<file path="config.mk">
export PLATFORM = sky130hd
export DESIGN_NAME = shift_add_multiplier
export DESIGN_NICKNAME = d
export VERILOG_FILES = /design/src/rtl/shift_add_multiplier.sv
export SDC_FILE = /design/constraint.sdc
export NUM_CORES = 1
export LEC_CHECK = 0
export ABC_AREA = 1
export BUFFER_PORTS_ARGS = -buffer_cell sky130_fd_sc_hd__buf_2
export CORE_MARGIN = 2
export CORE_UTILIZATION = 40
export DETAILED_ROUTE_END_ITERATION = 16
export SETUP_SLACK_MARGIN = 0.15
export SLEW_MARGIN = 30
export SYNTH_ARGS = -nofsm -noshare
export SYNTH_HDL_FRONTEND = slang
export SYNTH_SLANG_ARGS = --single-unit
</file>
<file path="constraint.sdc">
create_clock -name clk -period 4.15 [get_ports clk]
set_clock_uncertainty 0.05 [all_clocks]
set_input_delay 0.6225 -clock clk [delete_from_list [all_inputs] [get_ports clk]]
set_output_delay 0.6225 -clock clk [all_outputs]
set_load 0.02 [all_outputs]
</file>
<file path="src/rtl/shift_add_multiplier.sv">
// Sequential WIDTH x WIDTH unsigned shift-add multiplier with a start/busy/done handshake.
// One partial product per cycle; the product register updates only when done asserts.
module shift_add_multiplier #(
  parameter int WIDTH = 8
) (
  input  logic               clk,
  input  logic               rst_n,
  input  logic               start,
  input  logic [WIDTH-1:0]   A,
  input  logic [WIDTH-1:0]   B,
  output logic [2*WIDTH-1:0] P,
  output logic               busy,
  output logic               done
);
  localparam int CW = $clog2(WIDTH);

  typedef enum logic [1:0] {IDLE, RUN, DONE} state_t;

  state_t             state_q, state_d;
  logic [WIDTH-1:0]   a_q, a_d, b_q, b_d;
  logic [2*WIDTH-1:0] acc_q, acc_d, p_q, p_d;
  logic [CW-1:0]      cnt_q, cnt_d;
  logic [2*WIDTH-1:0] pp, sum;

  always_comb begin
    pp  = {{WIDTH{1'b0}}, a_q & {WIDTH{b_q[cnt_q]}}};
    sum = acc_q + (pp << cnt_q);
  end

  always_comb begin
    state_d = state_q;
    a_d     = a_q;
    b_d     = b_q;
    acc_d   = acc_q;
    cnt_d   = cnt_q;
    p_d     = p_q;
    case (state_q)
      IDLE, DONE: begin
        // DONE accepts a new start directly so back-to-back ops skip IDLE
        if (start) begin
          a_d     = A;
          b_d     = B;
          acc_d   = '0;
          cnt_d   = '0;
          state_d = RUN;
        end else begin
          state_d = IDLE;
        end
      end
      RUN: begin
        acc_d = sum;
        cnt_d = cnt_q + 1'b1;
        if (cnt_q == CW'(WIDTH-1)) begin
          p_d     = sum;
          state_d = DONE;
        end
      end
      default: state_d = IDLE;
    endcase
  end

  always_ff @(posedge clk) begin
    if (!rst_n) begin
      state_q <= IDLE;
      a_q     <= '0;
      b_q     <= '0;
      acc_q   <= '0;
      cnt_q   <= '0;
      p_q     <= '0;
    end else begin
      state_q <= state_d;
      a_q     <= a_d;
      b_q     <= b_d;
      acc_q   <= acc_d;
      cnt_q   <= cnt_d;
      p_q     <= p_d;
    end
  end

  assign P    = p_q;
  assign busy = (state_q == RUN);
  assign done = (state_q == DONE);
endmodule
</file>
==> results of run 1 <==
## power by group through the flow
stage	clock network (mW)	logic, mW	registers, mW
2_1_floorplan	0	0.117	0.545
3_3_place_gp	0	0.142	0.551
3_5_place_dp	0	0.143	0.552
4_1_cts	0.337	0.144	0.540
5_1_grt	0.352	0.167	0.543
6_report	0.324	0.143	0.540
## tightest hold or removal path, cell delays in order, from the launching register on
cell and delay, ns:
dfxtp_1 0.31, inv_1 0.06, a21oi_1 0.06
## per-stage QoR
stage | area, µm² | hold slack, ns | cells | power, mW | setup slack, ns
detailed placement | 3440 | 0.407 | 611 | 0.695 | 0.698
global route | 3540 | 0.433 | 619 | 1.06 | 0.266
floorplan | 3230 | 0.379 | 493 | 0.662 | 1.59
CTS | 3540 | 0.421 | 619 | 1.02 | 0.670
global placement | 3440 | 0.401 | 611 | 0.693 | 0.746
finish | 3540 | 0.415 | 619 | 1.01 | 0.729
## timing repair
item | CTS | global route
endpoints found under the hold margin | 0 | 0
resized for setup | 0 | 1
endpoints found under the setup margin | 0 | 1
## logic make-up after synthesis
group | after synthesis | share of synthesized area [%]
compound gates | 82 | 13.8
xor+xnor | 7 | 1.90
fa+ha+maj | 19 | 7.58
buf+inv | 83 | 10.8
flops | 53 | 32.8
simple gates | 249 | 33.2
## sequential cells by signal, indices dropped and copies added (netlist names)
| register | count |
|---|---|
| cnt_q | 3 |
| acc_q | 16 |
| P | 16 |
| state_q | 2 |
| b_q | 8 |
| a_q | 8 |
## final cells by class
| type | count | area share [%] |
|---|---|---|
| inverters | 60 | 6.35 |
| well taps | 102 | 3.60 |
| flip-flops and latches | 53 | 30.0 |
| multi-input cells | 357 | 51.5 |
| repair buffers | 39 | 5.72 |
| clock inverters | 1 | 0.141 |
| clock buffers | 7 | 2.72 |
## cell usage in the layout (no fill, tap or decap)
master / instances
dfxtp_1: 52
clkinv_1: 1
nor3_1: 4
nor2_1: 34
fa_1: 1
dfxtp_2: 1
a211oi_1: 1
nand2_1: 141
ha_1: 18
nand2_2: 1
nand3_2: 3
buf_2: 36
and2_4: 1
o21ai_0: 29
nand4_1: 15
inv_1: 58
a21o_1: 4
nand3_1: 46
or2_0: 1
and2_1: 1
nand3b_1: 2
o21a_1: 2
clkinv_2: 1
xor2_1: 7
clkbuf_8: 7
a21oi_1: 39
buf_4: 3
inv_2: 1
o21bai_1: 7
## per-layer routing
layer / GRT usage [%] / vias up / share of wire (%)
li1: - / 1640 / -
met1: 25.3 / 1350 / 49
met2: 33.0 / 45 / 46
met3: 2.97 / 12 / 2.5
met4: 6.28 / 0 / 1.9
met5: 0 / - / 0
## worst max-delay path by stage
stage	end	cells past startpoint	start
2_1_floorplan	P[10]	20	cnt_q[0]
3_3_place_gp	P[14]	19	cnt_q[0]
3_5_place_dp	P[14]	19	cnt_q[0]
4_1_cts	P[14]	19	cnt_q[0]
5_1_grt	P[14]	19	cnt_q[1]
6_report	P[14]	20	cnt_q[1]
==> flow_summary.ini, run 1 <==
[status]
outcome = completed

[yosys]
seq_area_frac_synth_pct = 32.8
ys_warn_count = 0
synth.most_common_cell = nand2_1
synthTopCellsByArea = dfxtp_1 33%, nand2_1 16%, nand3_1 7.1%
yosysTopAreaCell = dfxtp_1
synth_area_um2 = 3230
ys_top_cells_by_count = 141 x nand2_1, 58 x inv_1, 53 x dfxtp_1
synth_cell_types = 28
postSynthNetCount = 531
netlist_instances = 493
syn_area_per_cell_um2 = 6.56
synth_seq_cells = 53
synthFlopType = dfxtp_1
synth_top_area_share_pct = 32.8
synth-async-reset-ratio_pct = 0
synth-edff-count = 0

[finish]
seq_area_um2 = 1060
fin_nets = 554
fillers = 853
drive_gt1_share_pct = 10.4
fin_util_pct = 45.6
syn_to_final_growth_pct = 9.59
diodes = 0
multi_input_area_um2 = 1830

[worst_setup_path]
crit_top_cell = nand2_1
cpPeakStageDelay_ns = 0.38
cp-start-kind = register
path_buf_inv = 4
path_class = register to register
path_cells = buf_4 -> inv_1 -> nand3_1 -> nand3_1 -> and2_4 -> nand3_1 -> nand2_1 -> nand2_1 -> nor2_1 -> ha_1 -> inv_1 -> nor3_1 -> and2_1 -> nand2_1 -> nand2_1 -> nand2_1 -> nand2_1 -> nand2_1 -> nand2_1 -> inv_1
r2r_end = P[14]
cp.required_ns = 4.31
cp.arrival_ns = 3.58
r2r_start = cnt_q[1]
rr_worst_depth = 20
end_kind = register
r2r_slack_ns = 0.73
cp_max_fo = 17
cp_top_family = simple AND/OR/NAND/NOR gates
slowest_stage = nand3_1

[detailed_routing]
routed_via_density = 4.92
wl_per_cell_um = 12.3
drt_iter0_drc = 147
wl_um = 7610
remaining_drc_errors = 0
vias = 3047
drt-pass1-iter-count = 4
ant_nets = 0

[clock_network]
clock_path_buffers = 2
cts_tree = done
hold_buffers = 0
path_clk_slew_ns = 0.09
cts-buffers-inserted = 5
clock_latency_ns = 0.31
cts.sinks = 53
clockRootBuffer = clkbuf_8
cts_setup_buffers = 0
cts-htree-levels = 2

[sta]
tns_ns = 0
rsz0062_at_grt = no
finalMaxSlewViolations = 0
timing.fmax_ghz = 0.292
setup_viol = 0
hold_violations = 0
max_slew_margin_pct = 52.9
period_needed_ns = 3.42
fin_crit_sh_pct = 82.4
tightestPinTransition_ns = 0.704

[grt]
grt_pass1_wl_um = 13800
grt_usage_pct = 19.5
grt_max_degree = 34
grt_overflow = 0
antenna_found_initial = 0
first_global_vias = 3061

[hold_path]
min_from = b_q[5]
min_path_cells = 2
whs_endpoint = b_q[5]
min_path_type = register to register

[power]
power_switching_mw = 0.283
clock_power_share_pct = 32.2
max-vdd-ir-drop_v = 0.000148
combPwrFrac_pct = 14.2
p_per_area_nw_per_um2 = 284
p_leak_nw = 1.88
switching_share_pct = 28.1
power_frac_seq_pct = 53.6
p_int_mw = 0.724

[placement]
dp_hpwl_um = 5610
place_congestion = 0.884
io_buffers = 36

[floorplan]
boundaryPins = 37
die_height_um = 93.9
coreArea_um2 = 7770
num_rows = 32
start_util_pct = 41.6
die_w_um = 93.9
fp.dieArea_um2 = 8820

[job]
max-cap-violations = 0
Power figures use the tool's default switching activity.
==> inputs of run 2 (changes only) <==
==> constraint.sdc (replaced) <==
create_clock -name clk -period 2.9 [get_ports clk]
set_clock_uncertainty 0.05 [all_clocks]
set_input_delay 0.435 -clock clk [delete_from_list [all_inputs] [get_ports clk]]
set_output_delay 0.435 -clock clk [all_outputs]
set_load 0.02 [all_outputs]
==> run 2 against run 1 <==
  * First-iteration DRC count grew 2.7%
  * Wire length grew 16%
  * Non-clock buffer count grew 21
  * Design area grew 17%
  * Combinational power grew 110%
  * Via count grew 6.8%
  * Fmax grew 28%
  * Worst hold slack lost 0.090 ns
  * Sequential power grew 43%
  * Total power grew 59%
==> flow_summary.ini, run 2 (synthesis results as in run 1) <==
[placement]
place_congestion = 0.911
dpl_cell_area_um2 = 3520
io_buffers = 36
dp_hpwl_um = 5890

[sta]
timing.fmax_ghz = 0.375
rsz0062_at_grt = yes
hold_violations = 0
period_needed_ns = 2.66
tns_ns = 0
max_slew_margin_pct = 49.2
fin_crit_sh_pct = 91.8
finalMaxSlewViolations = 0
tightestPinTransition_ns = 0.762
setup_viol = 0

[floorplan]
start_util_pct = 41.6
coreArea_um2 = 7770
num_rows = 32
boundaryPins = 37
die_height_um = 93.9
die_w_um = 93.9
fp.dieArea_um2 = 8820

[detailed_routing]
ant_nets = 0
remaining_drc_errors = 0
drt-pass1-iter-count = 4
drt_iter0_drc = 151
wl_per_cell_um = 13.7
routed_via_density = 5.08
wl_um = 8800
vias = 3253

[clock_network]
cts-htree-levels = 2
cts.sinks = 53
hold_buffers = 0
cts_tree = done
clock_latency_ns = 0.31
cts-buffers-inserted = 5
clockRootBuffer = clkbuf_8
path_clk_slew_ns = 0.10
clock_path_buffers = 2

[finish]
seq_area_um2 = 1070
syn_to_final_growth_pct = 28.5
layout_commonest_cell = nand2_1
fin_nets = 575
drive_gt1_share_pct = 28.3
final_cell_mix = 118 x nand2_1, 53 x inv_1, 51 x dfxtp_1
multi_input_area_um2 = 2210
fin_area_um2 = 4160
fillers = 769
diodes = 0

[grt]
antenna_found_initial = 0
first_global_vias = 3034
grt_usage_pct = 20.2
grt_pass1_wl_um = 14200
grt_max_degree = 33
grt_overflow = 0

[worst_setup_path]
cp.required_ns = 3.07
crit_top_cell = nand2_1
path_buf_inv = 3
path_class = register to register
cpPeakStageDelay_ns = 0.39
path_cells = inv_4 -> nand2_1 -> nand3_2 -> nand3_4 -> buf_6 -> nand4_1 -> nand3_2 -> nand3_2 -> nand2_2 -> ha_4 -> nand2_4 -> nor3_4 -> and2_1 -> nand2_2 -> nand2_1 -> nand2_1 -> nand2_1 -> nand2_1 -> nand2_1 -> inv_1
end_kind = register
cp_top_family = simple AND/OR/NAND/NOR gates
slowest_stage = dfxtp_4
cp_max_fo = 7
cp-start-kind = register
cp.arrival_ns = 2.84

[status]
outcome = completed

[job]
max-cap-violations = 0

[power]
max-vdd-ir-drop_v = 0.000312
p_leak_nw = 2.03
p_per_area_nw_per_um2 = 386

[hold_path]
min_path_type = input port to register
==> run 2: cell count changes in the layout (fill, tap and decap cells not counted), sizes merged <==
cell | before | now
clkinv | 2 | 1
bufinv | 0 | 1
clkinvlp | 0 | 1
buf | 39 | 59
==> run 2: timing repair <==
action	CTS	global route
setup buffers	0	11
endpoints found under the setup margin	22	22
gates cloned	0	1
pin swaps	0	37
gates resized for setup	4	92
==> run 2: tightest hold or removal path: cells and delay by family <==
kind	cells	cell delay, ns
buffers and inverters	1	0.07
AND/OR/NAND/NOR	1	0.07
AO/OA/AOI/OAI	1	0.07
==> run 2: per-layer routing <==
metal	share of wire [%]	global-route usage, %
met5	0	0
met1	45	27.1
met3	4.2	2.25
met4	2.3	5.56
met2	48	34.2
==> run 2: power breakdown <==
part | switching (mW) | internal [mW]
Combinational | 0.172 | 0.122
Clock | 0.256 | 0.281
Sequential | 0.0188 | 0.753
Total | 0.446 | 1.16
==> run 2: final cells by class <==
cell class	instances	share of cell area [%]
timing repair buffer	60	9.76
sequential	53	25.7
clock inverter	2	0.903
multi-input combinational	357	53.1
inverter	60	5.48
tap	102	3.07
clock buffer	6	1.99
==> run 2: through the flow <==
stage | instances | worst slack [ns] | power [mW] | util (%) | hold WS [ns]
2_1_floorplan | 493 | 0.335 | 0.947 | - | 0.379
3_3_place_gp | 620 | 0.0730 | 1.01 | 45.3 | 0.403
3_5_place_dp | 620 | 0.00649 | 1.02 | 45.3 | 0.398
4_1_cts | 628 | 0.173 | 1.55 | 47.1 | 0.322
5_1_grt | 640 | 0.0378 | 1.68 | 53.5 | 0.353
6_report | 640 | 0.236 | 1.60 | 53.5 | 0.325
==> run 2: path summary, 6_finish.rpt <==
path	startpoint	end	slack, ns	depth (start not counted)
worst min-delay path	A[2]	a_q[2]	0.32	3
worst max-delay path	cnt_q[0]	P[14]	0.24	20
worst max register to register	cnt_q[0]	P[14]	0.24	20
worst min register to register	b_q[5]	b_q[5]	0.41	2
